### config.mk
export PLATFORM = sky130hd
export DESIGN_NAME = game_timer_driver
export DESIGN_NICKNAME = d
export VERILOG_FILES = /design/src/rtl/game_timer_driver.sv
export SDC_FILE = /design/constraint.sdc
export NUM_CORES = 1
export LEC_CHECK = 0
export ABC_AREA = 1
export BUFFER_PORTS_ARGS = -buffer_cell sky130_fd_sc_hd__clkbuf_2
export CAP_MARGIN = 20
export CORE_MARGIN = 1.5
export CORE_UTILIZATION = 59
export CTS_CLUSTER_DIAMETER = 50
export CTS_CLUSTER_SIZE = 12
export DETAILED_ROUTE_END_ITERATION = 10
export PLACE_DENSITY_LB_ADDON = 0.25
export SLEW_MARGIN = 0
export SYNTH_ARGS = -nofsm -noshare
export SYNTH_HDL_FRONTEND = slang
export SYNTH_SLANG_ARGS = --single-unit
export TNS_END_PERCENT = 20
### constraint.sdc
create_clock -name clk -period 3.25 [get_ports clk]
set_input_delay 0.65 -clock clk [delete_from_list [all_inputs] [get_ports clk]]
set_output_delay 0.65 -clock clk [all_outputs]
set_load 0.05 [all_outputs]
### src/rtl/game_timer_driver.sv
// game_timer_driver: paces a downstream count-to-100 counter and counts game seconds down to expiry.
// Ports: clk (rising edge), rst (async, active-low), start/pause/stop/load controls, load_val seconds to load,
//        timeout_in (pulse from counter), increment (strobe to counter), cnt_clr_n (active-low counter clear),
//        seconds (remaining), running (in RUN), done (expiry pulse), warn (low-time warning).
// Optional: define TIMER_WARN_EN to enable the warn threshold logic; otherwise warn is tied low.
module game_timer_driver #(
    parameter int DIV       = 500000,
    parameter int START_SEC = 60,
    parameter int WARN_SEC  = 10
) (
    input  logic       clk,
    input  logic       rst,
    input  logic       start,
    input  logic       pause,
    input  logic       stop,
    input  logic       load,
    input  logic [6:0] load_val,
    input  logic       timeout_in,
    output logic       increment,
    output logic       cnt_clr_n,
    output logic [6:0] seconds,
    output logic       running,
    output logic       done,
    output logic       warn
);
    localparam int W = $clog2(DIV);
    localparam logic [1:0] IDLE = 2'd0, RUN = 2'd1, PAUSE = 2'd2, DONE = 2'd3;
    localparam logic [W-1:0] LAST = W'(DIV - 1);
    localparam logic [6:0] START = 7'(START_SEC);

    logic [1:0]   state, state_n;
    logic [W-1:0] div_cnt, div_n;
    logic [6:0]   seconds_n;
    logic         inc_n, clr_n_n, done_n, active, dec;

    assign active = state == RUN || state == PAUSE;
    // a timeout at zero is dropped so seconds can never wrap
    assign dec = active && timeout_in && seconds != 7'd0;

    always_comb begin
        state_n   = state;
        div_n     = div_cnt;
        seconds_n = seconds;
        inc_n     = 1'b0;
        clr_n_n   = 1'b1;
        done_n    = 1'b0;
        if (stop) begin
            state_n   = IDLE;
            seconds_n = START;
            div_n     = '0;
        end else if (load && !active) begin
            state_n   = IDLE;
            seconds_n = load_val > 7'd99 ? 7'd99 : load_val;
        end else if (state == IDLE) begin
            if (start && seconds == 7'd0) begin
                state_n = DONE;
                done_n  = 1'b1;
            end else if (start) begin
                state_n = RUN;
                div_n   = '0;
                clr_n_n = 1'b0;
            end
        end else if (active) begin
            if (dec)
                seconds_n = seconds - 7'd1;
            // expiry beats pause/resume; the prescaler only advances on plain RUN cycles
            if (dec && seconds == 7'd1) begin
                state_n = DONE;
                done_n  = 1'b1;
            end else if (state == RUN && pause)
                state_n = PAUSE;
            else if (state == PAUSE)
                state_n = start && !pause ? RUN : PAUSE;
            else begin
                inc_n = div_cnt == LAST;
                div_n = div_cnt == LAST ? '0 : div_cnt + 1'b1;
            end
        end
    end

    always_ff @(posedge clk or negedge rst) begin
        if (!rst) begin
            state     <= IDLE;
            div_cnt   <= '0;
            seconds   <= START;
            increment <= 1'b0;
            cnt_clr_n <= 1'b1;
            running   <= 1'b0;
            done      <= 1'b0;
        end else begin
            state     <= state_n;
            div_cnt   <= div_n;
            seconds   <= seconds_n;
            increment <= inc_n;
            cnt_clr_n <= clr_n_n;
            running   <= state_n == RUN;
            done      <= done_n;
        end
    end

`ifdef TIMER_WARN_EN
    localparam logic [6:0] WARN = 7'(WARN_SEC);

    // sampled from the current registers, so warn trails a seconds change by one cycle
    always_ff @(posedge clk or negedge rst) begin
        if (!rst)
            warn <= 1'b0;
        else
            warn <= active && seconds != 7'd0 && seconds <= WARN;
    end
`else
    assign warn = 1'b0;
`endif
endmodule

==> summary.md <==
| Metric | Value |
|---|---|
| Slew at the pin closest to its max-slew limit | between 900 and 1000 ps |
| CP endpoint kind | flop |
| Number of detailed-routing iterations run before antenna repair | 5 |
| Number of distinct library cell variants in the gate-level netlist after synthesis | 37 |
| Gp weighted congestion | a little over 0.9 |
| Final-report setup violation count | 0 |
| Run status | completed |
| Clock sink count | 32 |
| IR drop worst, VDD | around 0.4 mV |
| Filler cell count in the final layout | 365 |
| Clock tree from TritonCTS | built |
| Residual overflow from global routing | 0 |
| Upper clock frequency limit | between 400 and 500 MHz |
| Number of buffer cells added on primary ports | 24 |
| Root Driver | sky130_fd_sc_hd__clkbuf_8 |
| Net count of the mapped netlist | 364 |
| Critical path required time | between 3000 and 4000 ps |
| Post-CTS setup buffers | 0 |
| Number of instances in the synthesized netlist | between 300 and 400 |
| Pins Over Slew Limit | 0 |
| Maximum number of pins on one net before global-route repair | 33 |
| Max-cap viol count | 0 |
| Vias post-DR | 2269 |
| Max Root-Sink Buffers | 2 |
| Wire length after detailed routing | between 5 and 6 mm |
| Worst flop-to-flop path startpoint | state[1] |
| Overall track demand over capacity in global routing | 0.2840 |
| Post-synthesis sequential area ratio | 0.3328 |
| Type of the setup path with the least slack | reg2reg |
| Placed Area | 2527 um2 |
| Highest metal used | met4 |
| Number of endpoints with negative hold slack in the final report | 0 |
| Data arrival at the endpoint of the critical path | ~2400 ps |
| Synthesis-to-finish area growth | 8.669% |
| Initial antenna violation count | 0 |
| Worst hold path type | in2async |
| Met3 routed WL | around 320 um |
| Power per Cell Area | about 440 nW/um2 |
| Row Count | 23 |
| Max_slew headroom | 0.3958 |
| Antenna viol nets, final | 0 |
| Number of top-level design ports | 26 |
| DR vias/cell | ~5.5 |
| DIE WIDTH | roughly 67 um |
| Clk_skew | between 4 and 5 ps |
| Unrepaired setup endpoints after global routing | no |
| Number of synthesis warnings | 0 |
| Floorplan core area | 3971 um2 |
| Per-cell routed wire length | between 10 and 15 um |
| Final HPWL DP | roughly 4.0 mm |
| R2R depth | 10 |
| Clock period minus final worst setup slack | between 2000 and 2500 ps |
| Synthesized area divided by synthesized cell count | between 7 and 8 um2 |
| Number of synthesized register bits | 32 |
| Vertical die dimension | 67.11 um |
| Via count of the first global-routing pass | around 2100 |
| Num CTS Buffers | 5 |
| Static power due to leakage | between 0.001 and 0.0015 uW |
| Post-CTS Resized | 0 |
| Clock slew at the register clock pins of the worst setup and hold paths | 70 ps |
| Clock latency of the later-clocked register in the worst-skew pair | slightly below 300 ps |
| First-pass GRT wire length | 9.618 mm |
| CP max FO | 13 |
| Fraction of the cycle the final worst path needs | 0.6851 |
| Met1 Routed Length | between 2 and 3 mm |
| Post-synthesis instance area | roughly 2400 um2 |
| Worst setup SP type | flop |
| Number of DRC markers after the initial detailed-route iteration | a little over 200 |
| Remaining routing DRC violations | 0 |
| Number of nets in the finished design | just under 400 |
| Setup TNS | 0 ps |
| Share of layout cells above drive strength 1 | 0.2077 |
| Setup slack of the worst register-to-register path | 1020 ps |
| Die Footprint | about 4500 um2 |
| Overall power | roughly 1200 uW |
| Area occupied by multi-input gates | around 1400 um2 |
| Register area | ~810 um2 |
| Post-CTS Hold Fix Bufs | 0 |
| Post-Layout Inst Area | approximately 2600 um2 |
| Endpoint of the worst-slack reg-to-reg timing path | div_cnt[16] |
| Clock H-tree levels | 2 |
| Sum of met2 wire segment lengths after detailed routing | between 2 and 3 mm |
| Antenna diode count | 0 |
| Starting density of the core | 0.6106 |
==> worst max-delay path by stage <==
stage	from	cells after the start	to
after global placement	stop	5	div_cnt[1]
final	state[1]	10	div_cnt[16]
after detailed placement	stop	5	div_cnt[7]
after CTS	state[1]	10	div_cnt[16]
after global routing	state[0]	10	div_cnt[9]
after floorplan	seconds[0]	12	div_cnt[0]
==> critical path, cell delays in order, from the launching register on <==
cell	delay [ps]
sky130_fd_sc_hd__dfrtp_1	420
sky130_fd_sc_hd__inv_1	110
sky130_fd_sc_hd__ha_1	380
sky130_fd_sc_hd__nand2_2	130
sky130_fd_sc_hd__nand2_2	100
sky130_fd_sc_hd__nand2_2	50
sky130_fd_sc_hd__a21oi_2	120
sky130_fd_sc_hd__nand3_2	330
sky130_fd_sc_hd__buf_4	310
sky130_fd_sc_hd__nand3_1	70
sky130_fd_sc_hd__nand2_1	80
==> Yosys cell counts (all sizes together) <==
cell    instances  share of area
nand2         107           0.19
nor2           57           0.10
nand3          38           0.10
inv            33          0.052
dfrtp          27           0.28
o21ai          15          0.031
buf             9          0.035
xor2            8          0.029
ha              7          0.036
dfstp           5          0.054
nand4           5          0.013
a21oi           4         0.0098
nand3b          4          0.012
nor3            4         0.0083
o22ai           4          0.010
nor4            3         0.0077
xnor2           3          0.011
a31oi           2         0.0052
clkinv          2         0.0031
clkbuf          1         0.0015
conb            1         0.0015
o211ai          1         0.0031
o21a            1         0.0031
o21bai          1         0.0031
or2             1         0.0026
==> flip-flops by register name (all words and copies together), names as in the netlist <==
| register | cells |
|---|---|
| seconds | 7 |
| increment | 1 |
| done | 1 |
| running | 1 |
| cnt_clr_n | 1 |
| div_cnt | 19 |
| state | 2 |
==> power breakdown <==
part           internal (uW)  total (uW)  switching [uW]
Clock                    227         379             152
Sequential               430         458            27.5
Combinational           82.0         321             239
Total                    740        1160             418
==> per-layer routing <==
layer / up-vias / GRT usage
li1: 1140 / -
met1: 1043 / 0.3794
met2: 72 / 0.4369
met3: 14 / 0.05743
met4: 0 / 0.1403
met5: - / 0
==> cells by family after synthesis <==
logic type / synth area share
AOI/OAI and AO/OA: 0.06553
xor gates and xnor gates: 0.03973
adders and majority gates: 0.03612
buffers and inverters: 0.09133
DFF: 0.3328
other: 0.001547
and+or+nand+nor: 0.4329
==> layout make-up <==
type / count / share of cell area
flip-flops and latches: 32 / 0.3063
clock buffers: 6 / 0.02754
well taps: 50 / 0.02374
clock inverters: 2 / 0.01330
inverters: 35 / 0.05081
multi-input cells: 266 / 0.5299
repair buffers: 25 / 0.04843
==> cell usage in the layout (no fill, tap or decap), drive strengths merged <==
cell and n:
a21oi 4, a31oi 2, buf 1, bufinv 1, clkbuf 30, clkinv 3
conb 1, dfrtp 27, dfstp 5, ha 7, inv 33, nand2 107
nand3 38, nand3b 4, nand4 5, nor2 57, nor3 4, nor4 3
o211ai 1, o21a 1, o21ai 15, o21bai 1, o22ai 4, or2 1
xnor2 3, xor2 8
==> stage by stage <==
| stage | std cells | hold slack, ps | setup WS, ps | util |
|---|---|---|---|---|
| 6_report | 416 | 441.5 | 1023 | 0.6635 |
| 5_1_grt | 416 | 512.2 | 817.2 | 0.6635 |
| 4_1_cts | 416 | 472.6 | 1032 | 0.6635 |
| 3_5_place_dp | 408 | 472.1 | 937.4 | 0.6364 |
| 3_3_place_gp | 408 | 467.1 | 978.6 | 0.6364 |
| 2_1_floorplan | 343 | 354.4 | 1299 | - |
Power figures use the tool's default switching activity.
